--- config.mk ---
export PLATFORM = sky130hd
export DESIGN_NAME = instr_encoder
export DESIGN_NICKNAME = d
export VERILOG_FILES = /design/src/rtl/instr_pack.sv /design/src/rtl/instr_encoder.sv
export SDC_FILE = /design/constraint.sdc
export NUM_CORES = 1
export LEC_CHECK = 0
export CORE_AREA = 10 10 71 73
export DETAILED_ROUTE_END_ITERATION = 6
export DIE_AREA = 0 0 81 83
export PLACE_DENSITY = 0.73
export SYNTH_ARGS = -nofsm -noshare
export SYNTH_HDL_FRONTEND = slang
export SYNTH_SLANG_ARGS = --single-unit
--- constraint.sdc ---
create_clock -name clk -period 2.09 [get_ports clk]
set_input_delay 0.209 -clock clk [delete_from_list [all_inputs] [get_ports clk]]
set_output_delay 0.209 -clock clk [all_outputs]
set_load 0.02 [all_outputs]
--- src/rtl/instr_pack.sv ---
// Shared definitions for the move/literal instruction group: command opcodes,
// encoder states, the literal register and the word-building functions used
// by both the encoder and the decoder side.
package instr_pack;

  typedef enum logic [1:0] {
    OP_LIT_LO = 2'd0,
    OP_LIT_HI = 2'd1,
    OP_MOV    = 2'd2,
    OP_LDI    = 2'd3
  } enc_op_t;

  typedef enum logic [2:0] {
    IDLE     = 3'd0,
    EMIT_HI  = 3'd1,
    EMIT_LO  = 3'd2,
    EMIT_MOV = 3'd3,
    ERR      = 3'd4
  } enc_state_t;

  // Register that literal words load into.
  localparam logic [3:0] LIT_REG = 4'd0;

  // Literal word: nib=1 loads LIT_REG[7:4], nib=0 loads LIT_REG[3:0].
  function automatic logic [8:0] f_lit(input logic nib, input logic [3:0] d);
    return {2'b00, 2'b00, nib, d};
  endfunction

  // Move word: dst <- src.
  function automatic logic [8:0] f_mov(input logic [3:0] dst, input logic [3:0] src);
    return {1'b0, dst, src};
  endfunction

  // A move whose dst[2:1] is zero would alias the literal encoding space.
  function automatic logic f_mov_dst_legal(input logic [3:0] dst);
    return (dst[2:1] != 2'b00);
  endfunction

  // LDI to r0 needs no trailing move; r1, r8 and r9 cannot be move targets.
  function automatic logic f_ldi_dst_legal(input logic [3:0] dst);
    return !((dst == 4'd1) || (dst == 4'd8) || (dst == 4'd9));
  endfunction

endpackage

--- src/rtl/instr_encoder.sv ---
// Sequential encoder: turns register-load / move commands into 9-bit words
// for instruction memory, one word per valid/ready handshake, with a wrapping
// write address. All instr_* outputs come from registers; cmd_ready,
// instr_valid and err are decoded from the registered state.
module instr_encoder
  import instr_pack::*;
#(
  parameter int ADDR_W = 8
) (
  input  logic              clk,
  input  logic              reset,
  input  logic              cmd_valid,
  output logic              cmd_ready,
  input  logic [1:0]        cmd_op,
  input  logic [3:0]        cmd_dst,
  input  logic [3:0]        cmd_src,
  input  logic [7:0]        cmd_imm,
  output logic              instr_valid,
  input  logic              instr_ready,
  output logic [8:0]        instr,
  output logic [ADDR_W-1:0] instr_addr,
  output logic              err
);

  enc_state_t        state_q, state_d;
  logic [3:0]        hi_nib_q, hi_nib_d;
  logic [3:0]        lo_nib_q, lo_nib_d;
  logic [3:0]        mov_dst_q, mov_dst_d;
  logic [3:0]        mov_src_q, mov_src_d;
  logic              ldi_q, ldi_d;          // HI step is followed by LO step
  logic              ldi_mov_q, ldi_mov_d;  // LO step is followed by MOV step
  logic [8:0]        instr_q, instr_d;
  logic [ADDR_W-1:0] addr_q, addr_d;
  logic [ADDR_W-1:0] addr_inc_s;

  assign addr_inc_s = addr_q + {{(ADDR_W-1){1'b0}}, 1'b1};

  // Next-state, command latching, address advance and next instruction word.
  always_comb begin
    state_d   = state_q;
    hi_nib_d  = hi_nib_q;
    lo_nib_d  = lo_nib_q;
    mov_dst_d = mov_dst_q;
    mov_src_d = mov_src_q;
    ldi_d     = ldi_q;
    ldi_mov_d = ldi_mov_q;
    addr_d    = addr_q;
    instr_d   = instr_q;

    case (state_q)
      IDLE: begin
        if (cmd_valid) begin
          case (enc_op_t'(cmd_op))
            OP_LIT_HI: begin
              hi_nib_d  = cmd_imm[3:0];
              ldi_d     = 1'b0;
              ldi_mov_d = 1'b0;
              state_d   = EMIT_HI;
            end
            OP_LIT_LO: begin
              lo_nib_d  = cmd_imm[3:0];
              ldi_d     = 1'b0;
              ldi_mov_d = 1'b0;
              state_d   = EMIT_LO;
            end
            OP_MOV: begin
              mov_dst_d = cmd_dst;
              mov_src_d = cmd_src;
              ldi_d     = 1'b0;
              ldi_mov_d = 1'b0;
              if (f_mov_dst_legal(cmd_dst)) begin
                state_d = EMIT_MOV;
              end else begin
                state_d = ERR;
              end
            end
            OP_LDI: begin
              hi_nib_d  = cmd_imm[7:4];
              lo_nib_d  = cmd_imm[3:0];
              mov_dst_d = cmd_dst;
              mov_src_d = LIT_REG;
              ldi_d     = 1'b1;
              ldi_mov_d = (cmd_dst != LIT_REG);
              if (f_ldi_dst_legal(cmd_dst)) begin
                state_d = EMIT_HI;
              end else begin
                state_d = ERR;
              end
            end
            default: begin
              state_d = ERR;
            end
          endcase
        end else begin
          state_d = IDLE;
        end
      end
      EMIT_HI: begin
        if (instr_ready) begin
          addr_d  = addr_inc_s;
          state_d = ldi_q ? EMIT_LO : IDLE;
        end else begin
          state_d = EMIT_HI;
        end
      end
      EMIT_LO: begin
        if (instr_ready) begin
          addr_d  = addr_inc_s;
          state_d = ldi_mov_q ? EMIT_MOV : IDLE;
        end else begin
          state_d = EMIT_LO;
        end
      end
      EMIT_MOV: begin
        if (instr_ready) begin
          addr_d  = addr_inc_s;
          state_d = IDLE;
        end else begin
          state_d = EMIT_MOV;
        end
      end
      ERR: begin
        state_d = IDLE;
      end
      default: begin
        state_d = IDLE;
      end
    endcase

    // The word register tracks the state being entered so instr is already
    // valid in the first EMIT cycle and holds while the state holds.
    case (state_d)
      EMIT_HI:  instr_d = f_lit(1'b1, hi_nib_d);
      EMIT_LO:  instr_d = f_lit(1'b0, lo_nib_d);
      EMIT_MOV: instr_d = f_mov(mov_dst_d, mov_src_d);
      default:  instr_d = 9'h000;
    endcase
  end

  // State and datapath registers with synchronous reset.
  always_ff @(posedge clk) begin
    if (reset) begin
      state_q   <= IDLE;
      hi_nib_q  <= 4'd0;
      lo_nib_q  <= 4'd0;
      mov_dst_q <= 4'd0;
      mov_src_q <= 4'd0;
      ldi_q     <= 1'b0;
      ldi_mov_q <= 1'b0;
      instr_q   <= 9'h000;
      addr_q    <= '0;
    end else begin
      state_q   <= state_d;
      hi_nib_q  <= hi_nib_d;
      lo_nib_q  <= lo_nib_d;
      mov_dst_q <= mov_dst_d;
      mov_src_q <= mov_src_d;
      ldi_q     <= ldi_d;
      ldi_mov_q <= ldi_mov_d;
      instr_q   <= instr_d;
      addr_q    <= addr_d;
    end
  end

  assign cmd_ready   = (state_q == IDLE);
  assign instr_valid = (state_q == EMIT_HI) || (state_q == EMIT_LO) || (state_q == EMIT_MOV);
  assign err         = (state_q == ERR);
  assign instr       = instr_q;
  assign instr_addr  = addr_q;

endmodule

Word-level counts from Yosys, hierarchy flattened
Cells that the tools add are included.
{"block": "totals", "regBits": 38, "inputBits": 22, "output_inout_bits": 20, "wordCells": 62}
{"block": "classes", "addsub": 1, "n_eq_ne": 13, "muxes": 25, "n_reduce_logical": 14}
{"op": "$mux W4", "n": 10}
{"op": "$pmux W3 S4", "n": 2}
{"op": "$pmux W8 S3", "n": 1}
{"op": "$pmux W4 S2", "n": 2}
{"op": "$eq A3 B2 Y1 const B", "n": 4}
{"op": "$mux W2", "n": 5}
{"op": "$mux W3", "n": 3}
{"op": "$add A8 B1 Y8 const B", "n": 1}
{"op": "$eq A4 B4 Y1 const B", "n": 2}
{"op": "$eq A3 B1 Y1 const B", "n": 2}
{"op": "$reduce_or A3 Y1", "n": 2}
{"op": "$eq A2 B2 Y1 const B", "n": 2}
{"op": "$eq A4 B1 Y1 const B", "n": 1}
{"op": "$logic_or A1 B1 Y1", "n": 4}
{"op": "$pmux W1 S2", "n": 2}
{"op": "$reduce_and A2 Y1", "n": 2}
{"op": "$reduce_bool A4 Y1", "n": 1}
{"op": "$reduce_or A2 Y1", "n": 2}
{"op": "$eq A3 B3 Y1 const B", "n": 1}
{"op": "$logic_not A3 Y1", "n": 1}
{"op": "$eq A2 B1 Y1 const B", "n": 1}
{"op": "$logic_not A2 Y1", "n": 1}
{"op": "$reduce_bool A2 Y1", "n": 1}

Depth between registers and ports, before layout
Gate-level depths: netlist (run 1).
{"block": "logic_depth", "word_depth": 9, "depth_mapped": 9, "mapped_depth_nobuf": 7}

Worst setup path after synthesis (run 1)
OpenSTA, ideal clock, no wires.
{"block": "synth_path", "path_kind": "input to register", "startpoint": "input port cmd_op[0]", "endpoint": "register instr_q[3] (netlist: instr[3])", "setup_time_ns": 0.074, "t_arrival_ns": 1.655, "t_required_ns": 2.016, "path_slack_ns": 0.361, "path_stages": 9, "n_path_buf": 2, "cell_sequence": "inv_1 > ha_1 > clkbuf_1 > o211a_1 > o21ai_2 > and2_4 > buf_6 > or3_1 > a31oi_1"}
{"block": "synth_between", "elab_chain_cells": 6, "elab_cells_between_ends": 21, "cone_classes": "eq/ne: 6; mux: 13; reduce/logical: 2"}
{"element": "start: declaration", "line": "instr_encoder.sv:14", "text": "input logic [1:0] cmd_op,"}
{"element": "$eq A2 B2 Y1, or another cell as far along", "line": "instr_encoder.sv:53", "text": "case (enc_op_t'(cmd_op))"}
{"element": "$pmux W3 S4 / $reduce_or A2 Y1 (equally long branches)"}
{"element": "$mux W3 / $mux W4 (equally long branches)", "line": "instr_encoder.sv:52, instr_encoder.sv:53"}
{"element": "$pmux W3 S4 / $mux W4 (equally long branches)", "line": "instr_encoder.sv:50, instr_encoder.sv:52"}
{"element": "$eq A3 B2 Y1, or another cell as far along", "line": "instr_encoder.sv:132", "text": "case (state_d)"}
{"element": "$pmux W8 S3 (*)", "line": "instr_encoder.sv:132"}
{"element": "end signal: assignment", "line": "instr_encoder.sv:160", "text": "instr_q <= instr_d;"}
{"element": "end: declaration", "line": "instr_encoder.sv:32", "text": "logic [8:0] instr_q, instr_d;"}
Every way passes the cells marked *; elsewhere a longest branch is shown, timed or not.
A chain may end at the register's enable or synchronous reset.

Worst setup path after layout (run 1)
{"block": "layout_path", "startpoint": "input port cmd_op[1]", "endpoint": "register instr_q[3] (netlist: instr[3])"}
Same word-level chain as after synthesis.

==> results of run 1 <==
-- flip-flops by register name, summed over array words and instances, names as in the netlist --
name	count
state_q	3
hi_nib_q	4
ldi_mov_q	1
instr	8
instr_addr	8
ldi_q	1
mov_dst_q	4
mov_src_q	4
lo_nib_q	4
-- routing by layer --
layer / up-vias / routed length, um / GRT usage [%]
met2: 38 / 1920 / 19.8
met1: 681 / 1890 / 16.2
met4: 0 / 21 / 4.54
met5: - / 0 / 0
li1: 772 / - / -
met3: 2 / 322 / 6.36
-- cell usage after synthesis, drive strengths merged --
cell	n
dfxtp	37
nor2	26
nand2	16
a21oi	13
nand3	9
o21ai	8
buf	7
mux2i	7
or3	7
a31oi	6
and2	5
clkbuf	5
a22oi	4
ha	4
nor3	4
xor2	4
a211o	2
and3	2
inv	2
nand2b	2
nand4	2
or2	2
xnor2	2
a211oi	1
a311o	1
a31o	1
a32oi	1
and4	1
conb	1
nand4b	1
nor2b	1
nor3b	1
nor4b	1
o211a	1
o21ba	1
o2bb2ai	1
o311ai	1
or4b	1
-- placed cells by master, fill, tap and decap left out, types with 7 or more instances in the layout --
cell type,synthesis,layout
nand2_1,16,16
nor2_1,26,26
mux2i_1,7,7
buf_4,1,17
a21oi_1,13,13
or3_1,7,7
clkdlybuf4s50_1,0,40
nand3_1,9,9
dfxtp_1,37,37
-- worst paths after layout --
check	endpoint	cells past startpoint	slack [ns]
setup reg to reg	instr[2]	5	0.20
hold / removal	lo_nib_q[0]	2	0.48
setup / recovery	instr[3]	8	0.19
hold reg to reg	lo_nib_q[0]	2	0.48
-- cells by family (layout without fill, tap and decap cells) --
group / Yosys count / count (layout) / share of synthesized area (%)
buffers and inverters: 14 / 67 / 4.90
flip-flops: 37 / 37 / 43.9
AND/OR/NAND/NOR: 81 / 81 / 24.6
multiplexers: 7 / 7 / 4.16
adder cells (fa/ha/maj): 4 / 4 / 2.97
XOR/XNOR: 6 / 6 / 3.12
other: 1 / 1 / 0.223
AO/OA/AOI/OAI: 41 / 41 / 16.0
-- final cells by class --
type | instances | area share, %
flip-flops and latches | 37 | 32.1
multi-input cells | 140 | 37.3
repair buffers | 57 | 22.9
clock buffers | 6 | 3.14
well taps | 48 | 2.60
inverters | 2 | 0.325
clock inverters | 2 | 1.68
-- report_power, final --
group / switching (mW) / internal, mW / leakage (nW)
registers: 0.0163 / 0.733 / 0.300
clock network: 0.255 / 0.358 / 0.0554
logic: 0.148 / 0.147 / 0.570
-- critical path, delay by kind of cell --
family | cells | cell delay [ns]
fa+ha+maj | 1 | 0.22
simple gates | 3 | 0.67
buf+inv | 2 | 0.57
compound gates | 2 | 0.46
-- through the flow --
step / TNS [ns] / hold slack, ns / total power [mW] / util [%]
2_1_floorplan: 0 / 0.289 / 0.929 / -
3_3_place_gp: -0.169 / 0.448 / 1.06 / 60.5
3_5_place_dp: -0.341 / 0.451 / 1.06 / 60.5
4_1_cts: 0 / 0.475 / 1.67 / 63.6
5_1_grt: 0 / 0.496 / 1.73 / 63.6
6_report: 0 / 0.478 / 1.66 / 63.6
==> impl_metrics.xml, run 1 <==
<?xml version="1.0" encoding="UTF-8"?>
<metrics>
  <group name="grt">
    <metric name="grt_start_max_net_pins" unit="">30</metric>
    <metric name="gr_overflow_total" unit="">0</metric>
    <metric name="wire_length_of_the_first_global_routing_pass" unit="um">7300</metric>
    <metric name="globalRouteTotalUtil" unit="%">13.3</metric>
    <metric name="via_count_of_the_first_global_routing_pass" unit="">1565</metric>
    <metric name="antenna_violations_before_repair" unit="">0</metric>
  </group>
  <group name="final_layout">
    <metric name="insertedDiodeCount" unit="">0</metric>
    <metric name="layoutNonFillerInstCount" unit="">292</metric>
    <metric name="layout.cell_area.non_filler" unit="mm^2">0.00231</metric>
    <metric name="drive_gt1_share" unit="%">13.1</metric>
    <metric name="final_net_count" unit="">269</metric>
    <metric name="area_delta_synth_final" unit="%">37.0</metric>
    <metric name="register_area" unit="um^2">741</metric>
    <metric name="multi_input_area" unit="um^2">862</metric>
    <metric name="layout.filler_cells" unit="">329</metric>
  </group>
  <group name="synthesis">
    <metric name="netlist_area_pre_place" unit="mm^2">0.00169</metric>
    <metric name="synthDistinctLibCells" unit="">42</metric>
    <metric name="synth.yosys.warnings" unit="">0</metric>
    <metric name="synth_top_area_cell" unit="">dfxtp_1</metric>
    <metric name="synth.avg_cell_area" unit="um^2">8.82</metric>
    <metric name="postSynthCellCount" unit="">191</metric>
    <metric name="synth_fp_nets" unit="">217</metric>
    <metric name="post_synth_main_area_contributors" unit="">dfxtp_1 (44%), nor2_1 (5.8%), mux2i_1 (4.2%), a21oi_1 (3.9%), nand2_1 (3.6%)</metric>
    <metric name="ys_seq_elements" unit="">37</metric>
    <metric name="yosys.area.top_type_share" unit="%">43.9</metric>
    <metric name="synth_seq_area_share" unit="%">43.9</metric>
  </group>
  <group name="floorplan">
    <metric name="num_rows" unit="">22</metric>
    <metric name="boundaryPins" unit="">42</metric>
    <metric name="die-area" unit="mm^2">0.00672</metric>
    <metric name="core_area" unit="mm^2">0.00363</metric>
    <metric name="dieHeight" unit="um">83</metric>
    <metric name="initial_core_util" unit="%">46.4</metric>
    <metric name="die_span_in_x" unit="um">81</metric>
  </group>
  <group name="place">
    <metric name="placed_cells" unit="">284</metric>
    <metric name="placement.cell_area" unit="mm^2">0.00220</metric>
    <metric name="place_congestion" unit="">0.873</metric>
    <metric name="place_ws" unit="ns">-0.0830</metric>
    <metric name="placement.io_buffers" unit="">40</metric>
    <metric name="place_hpwl" unit="um">3120</metric>
  </group>
  <group name="detailed_routing">
    <metric name="drt_pass_1_iters" unit="">5</metric>
    <metric name="post-route-drc-count" unit="">0</metric>
    <metric name="postRouteWirelength" unit="um">4150</metric>
    <metric name="vias" unit="">1493</metric>
    <metric name="wire_per_inst" unit="um">14.2</metric>
    <metric name="postRouteAntennaNets" unit="">0</metric>
    <metric name="route.detailed.vias_per_inst" unit="">5.11</metric>
    <metric name="drt-initial-drc-count" unit="">130</metric>
  </group>
  <group name="setup_path">
    <metric name="worstPathCellList" unit="">clkdlybuf4s50_1, inv_1, ha_1, nor3_1, nand2_1, a31o_2, or3_1, a31oi_1</metric>
    <metric name="critical_path.startpoint_type" unit="">input port</metric>
    <metric name="worstSetupEndpointType" unit="">register</metric>
    <metric name="arrival" unit="ns">2.12</metric>
    <metric name="cpPeakStageDelay" unit="ns">0.51</metric>
    <metric name="worst-setup-path-type" unit="">input port to register</metric>
    <metric name="timing.critical_path.from" unit="">cmd_op[1]</metric>
    <metric name="crit_path_max_fanout" unit="">6</metric>
    <metric name="crit_required" unit="ns">2.31</metric>
    <metric name="crit_path_max_delay_cell_type" unit="">clkdlybuf4s50_1</metric>
    <metric name="rr_startpoint" unit="">state_q[2]</metric>
  </group>
  <group name="sta">
    <metric name="max_clock_freq" unit="GHz">0.527</metric>
    <metric name="final.setup.worst_slack" unit="ns">0.191</metric>
    <metric name="final.period_utilization" unit="%">90.9</metric>
    <metric name="setup_repair_after_global_routing_missed_its_margin" unit="">no</metric>
    <metric name="timing.final.setup_violations" unit="">0</metric>
    <metric name="finalClockSkew" unit="ns">0.00707</metric>
    <metric name="hold_viol" unit="">0</metric>
    <metric name="final_max_slew_viol_count" unit="">0</metric>
    <metric name="fin_crit" unit="ns">1.90</metric>
  </group>
  <group name="clock_network">
    <metric name="clkSinkCount" unit="">37</metric>
    <metric name="cts_buffers" unit="">5</metric>
    <metric name="cts-hold-fix-buffers" unit="">0</metric>
    <metric name="clockBufferDepth" unit="">2</metric>
    <metric name="clock_insertion_delay_worst_skew" unit="ns">0.29</metric>
    <metric name="cts_max_level" unit="">2</metric>
    <metric name="cts_root_buffer" unit="">clkbuf_8</metric>
    <metric name="cts.reportedPaths.clkPinSlew" unit="ns">0.08</metric>
    <metric name="cts_tree" unit="">yes</metric>
    <metric name="ctsResizeCount" unit="">0</metric>
    <metric name="post-cts-setup-buffers" unit="">0</metric>
  </group>
  <group name="run_status">
    <metric name="outcome" unit="">completed</metric>
  </group>
  <group name="pwr">
    <metric name="vdd_drop_max" unit="uV">547</metric>
    <metric name="powerDensity" unit="mW/mm^2">718</metric>
    <metric name="total_leakage_power" unit="nW">0.926</metric>
  </group>
  <group name="flow_run">
    <metric name="drv_cap" unit="">0</metric>
  </group>
  <group name="worst_hold_path">
    <metric name="hold_path.startpoint" unit="">lo_nib_q[0]</metric>
    <metric name="timing.hold.worst.class" unit="">register to register</metric>
  </group>
</metrics>
(Power assumes the default switching activity.)
==> inputs of run 2 (changes only) <==
- ABC_AREA: default -> 1
- CORE_AREA: 10 10 71 73 -> 10 10 73 75
- DIE_AREA: 0 0 81 83 -> 0 0 83 85
- PLACE_DENSITY: 0.73 -> 0.75
==> run 2 against run 1 <==
Synthesized cell count is 39% higher; global-route usage is 0.44 points lower; count of clock-buffer cells in the layout down 1; highest routed layer unchanged; via count increased by 18%; register-to-register slack gained 0.24 ns; wire length up 3.7%; sequential share of layout area decreased by 2.4 points; worst hold slack got worse by 0.0090 ns; sequential cell count did not move; combinational power up 9.8%; setup slack gained 0.073 ns; largest cell class unchanged.
==> impl_metrics.xml, run 2 <==
<?xml version="1.0" encoding="UTF-8"?>
<metrics>
  <group name="run_status">
    <metric name="outcome" unit="">completed</metric>
  </group>
  <group name="grt">
    <metric name="via_count_of_the_first_global_routing_pass" unit="">1743</metric>
    <metric name="antenna_violations_before_repair" unit="">0</metric>
    <metric name="globalRouteTotalUtil" unit="%">12.9</metric>
    <metric name="gr_overflow_total" unit="">0</metric>
    <metric name="grt_start_max_net_pins" unit="">22</metric>
    <metric name="wire_length_of_the_first_global_routing_pass" unit="um">7700</metric>
  </group>
  <group name="detailed_routing">
    <metric name="route.detailed.vias_per_inst" unit="">4.87</metric>
    <metric name="vias" unit="">1767</metric>
    <metric name="drt-initial-drc-count" unit="">90</metric>
    <metric name="post-route-drc-count" unit="">0</metric>
    <metric name="wire_per_inst" unit="um">11.9</metric>
    <metric name="drt_pass_1_iters" unit="">4</metric>
    <metric name="postRouteWirelength" unit="um">4300</metric>
    <metric name="postRouteAntennaNets" unit="">0</metric>
  </group>
  <group name="pwr">
    <metric name="power.net_switching" unit="mW">0.462</metric>
    <metric name="total_leakage_power" unit="nW">1.06</metric>
    <metric name="combinationalPowerShare" unit="%">19.3</metric>
    <metric name="sw_frac_of_total" unit="%">27.5</metric>
    <metric name="internal_power" unit="mW">1.22</metric>
    <metric name="vdd_drop_max" unit="uV">392</metric>
    <metric name="powerDensity" unit="mW/mm^2">672</metric>
    <metric name="power_share_of_the_sequential_group" unit="%">44.9</metric>
    <metric name="clkPwrFrac" unit="%">35.8</metric>
  </group>
  <group name="synthesis">
    <metric name="postSynthCellCount" unit="">265</metric>
    <metric name="yosys.area.top_type_share" unit="%">38.7</metric>
    <metric name="synth_adder_area_share" unit="%">2.61</metric>
    <metric name="number_of_enable_type_register_cells_in_the_synthesized_netlist" unit="">0</metric>
    <metric name="synth_top_flop_cell" unit="">dfxtp_1</metric>
    <metric name="synth_fp_nets" unit="">291</metric>
    <metric name="synth.avg_cell_area" unit="um^2">7.23</metric>
    <metric name="synth_async_sr_flop_share" unit="%">0</metric>
    <metric name="synth_seq_area_share" unit="%">38.7</metric>
    <metric name="post_synth_main_area_contributors" unit="">dfxtp_1 (39%), nand2_1 (11%), nor2_1 (6.9%), inv_1 (6.3%), nand3_1 (3.7%)</metric>
    <metric name="synth_xor_xnor_area_share" unit="%">0.457</metric>
    <metric name="synth.yosys.warnings" unit="">0</metric>
    <metric name="synth.mux.area_fraction" unit="%">0</metric>
    <metric name="synthSimpleGateAreaFrac" unit="%">41.2</metric>
    <metric name="ys_top_cells_by_count" unit="">nand2_1 (57), dfxtp_1 (37), nor2_1 (35)</metric>
    <metric name="ys_seq_elements" unit="">37</metric>
    <metric name="netlist_area_pre_place" unit="mm^2">0.00192</metric>
    <metric name="synth_top_family_by_area" unit="">simple AND/OR/NAND/NOR gates</metric>
    <metric name="cell_with_the_most_instances_after_synthesis" unit="">nand2_1</metric>
    <metric name="synthDistinctLibCells" unit="">31</metric>
    <metric name="synth_top_area_cell" unit="">dfxtp_1</metric>
    <metric name="synth_compound_area_share" unit="%">7.25</metric>
  </group>
  <group name="sta">
    <metric name="setup-tns-final" unit="ns">0</metric>
    <metric name="max_clock_freq" unit="GHz">0.548</metric>
    <metric name="timing.final.setup_violations" unit="">0</metric>
    <metric name="final.period_utilization" unit="%">87.4</metric>
    <metric name="final_max_slew_viol_count" unit="">0</metric>
    <metric name="setup_repair_after_global_routing_missed_its_margin" unit="">no</metric>
    <metric name="hold_viol" unit="">0</metric>
    <metric name="fin_crit" unit="ns">1.83</metric>
    <metric name="finalClockSkew" unit="ns">0.00634</metric>
  </group>
  <group name="final_layout">
    <metric name="final_net_count" unit="">339</metric>
    <metric name="area_delta_synth_final" unit="%">30.3</metric>
    <metric name="finalCoreUtilization" unit="%">63.8</metric>
    <metric name="insertedDiodeCount" unit="">0</metric>
    <metric name="drive_gt1_share" unit="%">15.7</metric>
    <metric name="layout.filler_cells" unit="">367</metric>
    <metric name="layout.cells.most_common_list" unit="">nand2_1 (57), clkdlybuf4s50_1 (40), dfxtp_1 (37)</metric>
    <metric name="most_frequent_standard_cell_in_the_layout_excluding_fill_and_tap_cells" unit="">nand2_1</metric>
  </group>
  <group name="flow_run">
    <metric name="drv_cap" unit="">0</metric>
  </group>
  <group name="place">
    <metric name="place_hpwl" unit="um">3460</metric>
    <metric name="place_congestion" unit="">0.837</metric>
    <metric name="placement.io_buffers" unit="">40</metric>
  </group>
  <group name="clock_network">
    <metric name="clockBufferDepth" unit="">2</metric>
    <metric name="cts_tree" unit="">yes</metric>
    <metric name="clkSinkCount" unit="">37</metric>
    <metric name="cts_root_buffer" unit="">clkbuf_8</metric>
    <metric name="clock_insertion_delay_worst_skew" unit="ns">0.30</metric>
    <metric name="cts.reportedPaths.clkPinSlew" unit="ns">0.07</metric>
    <metric name="ctsResizeCount" unit="">0</metric>
    <metric name="post-cts-setup-buffers" unit="">0</metric>
    <metric name="cts_buffers" unit="">5</metric>
    <metric name="cts-hold-fix-buffers" unit="">0</metric>
    <metric name="cts_max_level" unit="">2</metric>
  </group>
  <group name="floorplan">
    <metric name="num_rows" unit="">23</metric>
    <metric name="core_area" unit="mm^2">0.00391</metric>
    <metric name="initial_core_util" unit="%">48.9</metric>
    <metric name="dieHeight" unit="um">85</metric>
    <metric name="die-area" unit="mm^2">0.00706</metric>
    <metric name="boundaryPins" unit="">42</metric>
    <metric name="die_span_in_x" unit="um">83</metric>
  </group>
  <group name="setup_path">
    <metric name="crit_required" unit="ns">1.88</metric>
    <metric name="crit_path_max_fanout" unit="">6</metric>
    <metric name="arrival" unit="ns">1.62</metric>
    <metric name="ff2ff_setup_slack" unit="ns">0.44</metric>
    <metric name="critical_path.startpoint_type" unit="">register</metric>
    <metric name="worst-setup-path-type" unit="">register to output pin</metric>
    <metric name="worstSetupEndpointType" unit="">output pin</metric>
  </group>
  <group name="worst_hold_path">
    <metric name="timing.hold.worst.class" unit="">register to register</metric>
  </group>
</metrics>
==> run 2: worst paths after layout <==
check / start / cells after the start / to
worst max-delay path: state_q[1] / 4 / err
worst min-delay path: ldi_q / 2 / ldi_q
worst max register to register: state_q[1] / 10 / instr[1]
worst min register to register: ldi_q / 2 / ldi_q
==> run 2: per-layer routing <==
metal  routed length, um  vias to the layer above  global-route usage, %
li1                    -                      939                      -
met1                1830                      787                   13.4
met2                2170                       31                   23.0
met3                 209                       10                   3.73
met4                 102                        0                   6.50
met5                   0                        -                      0
==> run 2: through the flow <==
stage	hold WS, ns	instance area [um^2]	total power [mW]	std cells	worst slack [ns]
after floorplan	0.288	1920	0.979	265	0.660
after CTS	0.469	2500	1.70	363	0.246
after detailed placement	0.458	2390	1.10	356	0.00949
after global routing	0.506	2500	1.76	363	0.0999
final	0.469	2500	1.68	363	0.264
after global placement	0.455	2390	1.09	356	0.0846
==> run 2: cell families (layout without fill, tap and decap cells) <==
family / count (synthesis) / in the layout
AND/OR/NAND/NOR: 151 / 151
buffers and inverters: 45 / 93
flip-flops: 37 / 37
AO/OA/AOI/OAI: 26 / 26
adder cells (fa/ha/maj): 4 / 4
other: 1 / 1
XOR/XNOR: 1 / 1
==> run 2: power by group through the flow <==
stage                     sequential (mW)  combinational [mW]  clock (mW)
after detailed placement            0.770               0.325           0
after global placement              0.770               0.321           0
after CTS                           0.754               0.327       0.617
after floorplan                     0.777               0.202           0
final                               0.753               0.324       0.601
after global routing                0.757               0.364       0.641
==> run 2: area by class of cell <==
class	count	area [um^2]	share of cell area [%]
clock buffer	5	68.8	2.76
clock inverter	2	35.0	1.40
inverter	40	153	6.12
multi-input combinational	183	991	39.7
sequential	37	741	29.7
tap	50	62.6	2.51
timing repair buffer	46	445	17.8
==> run 2: worst max-delay path: stages (launching register included) <==
cell,delay (ns)
dfxtp_1,0.37
nor2_8,0.21
inv_1,0.06
nor2_1,0.08
clkdlybuf4s50_1,0.61
==> RTL change 1 (flow settings as in run 2) <==
Change the package constant `LIT_REG` from 4'd0 to 4'd1.
--- a/src/rtl/instr_pack.sv
+++ b/src/rtl/instr_pack.sv
@@ -19,7 +19,7 @@
   } enc_state_t;
 
   // Register that literal words load into.
-  localparam logic [3:0] LIT_REG = 4'd0;
+  localparam logic [3:0] LIT_REG = 4'd1;
 
   // Literal word: nib=1 loads LIT_REG[7:4], nib=0 loads LIT_REG[3:0].
   function automatic logic [8:0] f_lit(input logic nib, input logic [3:0] d);
Check against the original RTL: not equivalent (Yosys sat finds a counterexample within 4 cycles, from zero or initial values and one cycle with reset high).
==> RTL change 1 against run 2 <==
- synthesized cell count increased by 4.9%
- clock skew decreased by 2.0 ps
- final cell count increased by 3.6%
- final area decreased by 2.7%
- critical path type unchanged
- worst setup slack improved by 1.3 ps
- first-iteration DRC count increased by 32%
- sequential cell count unchanged
- synthesized area decreased by 2.5%
- clock power decreased by 22%
- power decreased by 8.3%
- wire length increased by 4.6%
- maximum frequency about the same
- die area unchanged
==> RTL change 1: results (changes against run 2) <==
Status: finished, final reports clean
H-tree Lvls: 2 (unchanged)
Post-synthesis sequential area ratio: 0.397 (+0.0101)
Worst vdd ir: 0.000471 V (+20%)
Vias in the first global route: 1755 (+0.69%)
Crit path launch: state_q[2]$_SDFF_PP0_
HPWL after DPL: 3.48 mm (+0.46%)
RD Place Congestion: 0.817 (-2.4%)
Crit Path Max Fanout: 7 (+1)
Reg-to-Reg End: instr[3]$_SDFF_PP0_
Nets: 351 (+3.5%)
CTS root buf: clkbuf_8
Reg2Reg Depth: 8 (-2)
Lkg Pwr: 1.12 nW (+5.4%)
Grt met2 use: 0.219 (-0.0112)
Antenna violations before repair: 0 (unchanged)
Clock Skews: 4.37 ps (-1.97 ps)
Vias: 1860 (+5.3%)
Worst skew pair latency: 290 ps
Layout cell share with drive strength beyond 1: 0.0859 (-0.0707)
Post-synth top cells: nand2_1 (82), dfxtp_1 (37), inv_1 (35)
Worst Hold Class: flip-flop to flip-flop
First-pass GRT wire length: 7.73 mm (+0.44%)
GRT met1 Usage: 0.145 (+0.0113)
Syn nets: 304 (+4.5%)
WHS Path Cells: 2 (unchanged)
Iteration-0 DRC count of the detailed router: 119 (+32%)
Synth area leaders: dfxtp_1 (40%), nand2_1 (16%), inv_1 (7.0%)
Routed WL: 4.50 mm (+4.6%)
Reg2Reg Setup Slack: 430 ps
Largest delay share family, worst path: buffers and inverters
Critical Path Max Stage Delay: 640 ps (+30 ps)
FILL cells: 372 (+1.4%)
Ys async rst share: 0 (unchanged)
NetSw: 0.436 mW (-5.5%)
Primary FF master, synth: dfxtp_1
Antenna Cells: 0 (unchanged)
Post-route minimum period: 1820 ps (-1.30 ps)
Tot GR Track Use: 0.127 (-0.00123)
Worst-path clk slew: 70 ps (about the same)
Dpl ws: 40.1 ps (+30.6 ps)
Count of cell types in the netlist: 25 (-19%)
RTL change 1: cell types whose count changed after synthesis, moves of 3 or more:
cell / run 2 / this run
nor2_1: 35 / 30
nor3_2: 3 / 0
inv_1: 32 / 35
nand4_1: 9 / 13
o21ai_0: 12 / 4
nand3b_1: 0 / 5
a21oi_1: 11 / 18
nor2_2: 7 / 1
nor2_4: 6 / 3
nand2_1: 57 / 82
RTL change 1: how the worst min path moves through the flow:
stage,startpoint,to,slack [ps]
finish,lo_nib_q[3]$_SDFF_PP0_,lo_nib_q[3]$_SDFF_PP0_,470
CTS,ldi_q$_SDFFE_PP0P_,ldi_q$_SDFFE_PP0P_,470
detailed placement,ldi_q$_SDFFE_PP0P_,ldi_q$_SDFFE_PP0P_,460
global route,ldi_q$_SDFFE_PP0P_,ldi_q$_SDFFE_PP0P_,480
global placement,lo_nib_q[1]$_SDFF_PP0_,lo_nib_q[1]$_SDFF_PP0_,460
floorplan,reset,state_q[0]$_SDFF_PP0_,290
RTL change 1: cell families after synthesis:
logic type	share of synthesized area
AO/OA/AOI/OAI	0.0704
XOR/XNOR	0.00469
adder cells (fa/ha/maj)	0.0268
buffers and inverters	0.0979
flip-flops	0.397
other	0.00201
AND/OR/NAND/NOR	0.401
RTL change 1: layout make-up:
type	instances	area share
timing repair buffer	47	0.187
clock buffer	6	0.0299
clock inverter	2	0.00412
tap	50	0.0258
inverter	39	0.0603
multi-input combinational	195	0.388
sequential	37	0.305
RTL change 1: worst reg2reg max path, stage by stage (launching register included):
cell	delay (ps)
dfxtp_1	360
nor2_4	230
nand3_2	180
nor2_1	130
nand2b_1	250
nand4_1	210
nand3_1	90
nand2_1	70
inv_1	50
RTL change 1: through the flow:
step | instances | instance area [µm²] | hold WS, ps
floorplan | 278 | 1870 | 293
global placement | 368 | 2350 | 457
detailed placement | 368 | 2350 | 459
CTS | 376 | 2430 | 471
global route | 376 | 2430 | 476
finish | 376 | 2430 | 472
RTL change 1: layer usage:
metal,vias to the layer above,part of all wire
met5,-,0
met4,0,0.012
met3,7,0.062
met2,59,0.48
met1,817,0.44
li1,977,-
RTL change 1: power by group through the flow:
stage	Sequential, mW	Clock [mW]	Combinational [mW]
final	0.755	0.466	0.318
after global placement	0.770	0	0.317
after global routing	0.758	0.515	0.358
after detailed placement	0.770	0	0.317
after floorplan	0.776	0	0.189
after CTS	0.754	0.480	0.320
==> RTL change 2 (flow settings as in run 2) <==
Without the edit above. Re-encode `enc_state_t` (5 states) as one-hot, 5 bits wide.
--- a/src/rtl/instr_pack.sv
+++ b/src/rtl/instr_pack.sv
@@ -10,12 +10,12 @@
     OP_LDI    = 2'd3
   } enc_op_t;
 
-  typedef enum logic [2:0] {
-    IDLE     = 3'd0,
-    EMIT_HI  = 3'd1,
-    EMIT_LO  = 3'd2,
-    EMIT_MOV = 3'd3,
-    ERR      = 3'd4
+  typedef enum logic [4:0] {
+    IDLE     = 5'b00001,
+    EMIT_HI  = 5'b00010,
+    EMIT_LO  = 5'b00100,
+    EMIT_MOV = 5'b01000,
+    ERR      = 5'b10000
   } enc_state_t;
 
   // Register that literal words load into.
Behaviour: no difference found for any inputs over 10 cycles, from zero or initial values and one cycle with reset high; not proved beyond that.
==> RTL change 2 against run 2 <==
- worst setup slack better by 36 ps
- final area is 7.6% higher
- maximum frequency is 2.0% higher
- synthesized area is 9.9% higher
- power is 1.3% lower
- sequential share of layout area is 0.55 points lower
- sequential cell count is 2 higher
- via count is 17% higher
- clock skew is 3.2 ps lower
- first-iteration DRC count is 10% higher
- wire length is 17% higher
- count of clock-buffer cells in the layout is 1 higher
- critical endpoint is now instr[0]$_SDFF_PP0_
==> RTL change 2: results (changes against run 2) <==
Count of cell types in the netlist: 32 (+3.2%)
Compound-cell area share of the yosys netlist: 0.0957 (+0.0232)
WL met3: 283 µm (+35%)
Iteration-0 DRC count of the detailed router: 99 (+10%)
CP arrival: 2020 ps (+400 ps)
Layout cell share with drive strength beyond 1: 0.117 (-0.0396)
Worst vdd ir: 0.000387 V (-1.2%)
Hold_ws: 474 ps (+4.75 ps)
WL met2: 2.38 mm (+10%)
Layout Cells excl Fill: 409 (+13%)
Dpl ws: 20.4 ps (+10.9 ps)
First-pass GRT wire length: 8.48 mm (+10%)
Pre-antenna DRT Iters: 5 (+1)
Post-synth top cells: nand2_1 (82), dfxtp_1 (39), inv_1 (37)
Clk sinks: 39 (+5.4%)
Reg2reg start: state_q[0]$_SDFF_PP1_
Clock Skews: 3.12 ps (-3.22 ps)
Synth area leaders: dfxtp_1 (37%), nand2_1 (15%), nand3_1 (7.1%)
Status: finished, final reports clean
Non-clk buf share: 0.171 (-0.00696)
Tot GR Track Use: 0.140 (+0.0113)
Hold Path Sink: lo_nib_q[2]$_SDFF_PP0_
Achievable Freq: 559 MHz (+2.0%)
WL/cell: 12.3 µm (+4.0%)
ClkCell Share: 0.0317 (-0.00992)
Primary FF master, synth: dfxtp_1
Lkg Pwr: 1.31 nW (+24%)
Vias: 2071 (+17%)
HPWL after DPL: 3.98 mm (+15%)
Syn nets: 337 (+16%)
Critical Setup Path Class: input pin to flip-flop
Crit path launch: cmd_op[0]
Syn Inst Count: 310 (+17%)
Metal-1 WL: 2.28 mm (+25%)
Grt met2 use: 0.233 (+0.00281)
Beginning of the worst hold path: lo_nib_q[2]$_SDFF_PP0_
FILL cells: 375 (+2.2%)
Multi-In Gates: 224 (+22%)
GRT met1 Usage: 0.164 (+0.0295)
Bufs w/o clock: 47 (+2.2%)
Post-Synth XOR/XNOR Area: 0.00832 (+0.00375)
Vias in the first global route: 1974 (+13%)
Crit Path Max Fanout: 5 (-1)
Area delta synth->final: 27.5%
Reg-to-Reg End: instr[0]$_SDFF_PP0_
Reg2Reg Depth: 11 (+1)
RD Place Congestion: 0.942 (+13%)
Cell Pwr Density: 617 nW/µm² (-8.2%)
Area of the multi-input gates: 1140 µm² (+15%)
Post-synthesis sequential area ratio: 0.371 (-0.0159)
CLK BUF: 6 (+1)
Flip-flop and latch area: 782 µm² (+5.6%)
RTL change 2: cell types whose count changed after synthesis, moves of 3 or more:
cell / before / now
nand4_1: 9 / 6
inv_2: 6 / 3
a21oi_1: 11 / 21
inv_1: 32 / 37
nand2_1: 57 / 82
nor3_1: 8 / 5
nor2_1: 35 / 30
nand3_1: 14 / 30
RTL change 2: critical path, cell delays in order:
cell and delay [ps]:
clkdlybuf4s50_1 510, inv_1 70, ha_1 210, inv_1 70, nor2_1 40, nand3_1 60
nor2_1 60, nor2_4 160, nand2_1 110, nor2_2 220, nand2_1 80, nand2_1 80
nor2_1 50, nor2_1 70
RTL change 2: where the power goes:
part,internal [mW],switching (mW),leakage (nW)
clock,0.233,0.263,0.0412
sequential,0.778,0.0192,0.317
combinational,0.142,0.220,0.956
RTL change 2: repair_timing:
action	4_1_cts	5_1_grt
resized for setup	0	5
setup endpoints to repair	0	3
hold endpoints to repair	0	0
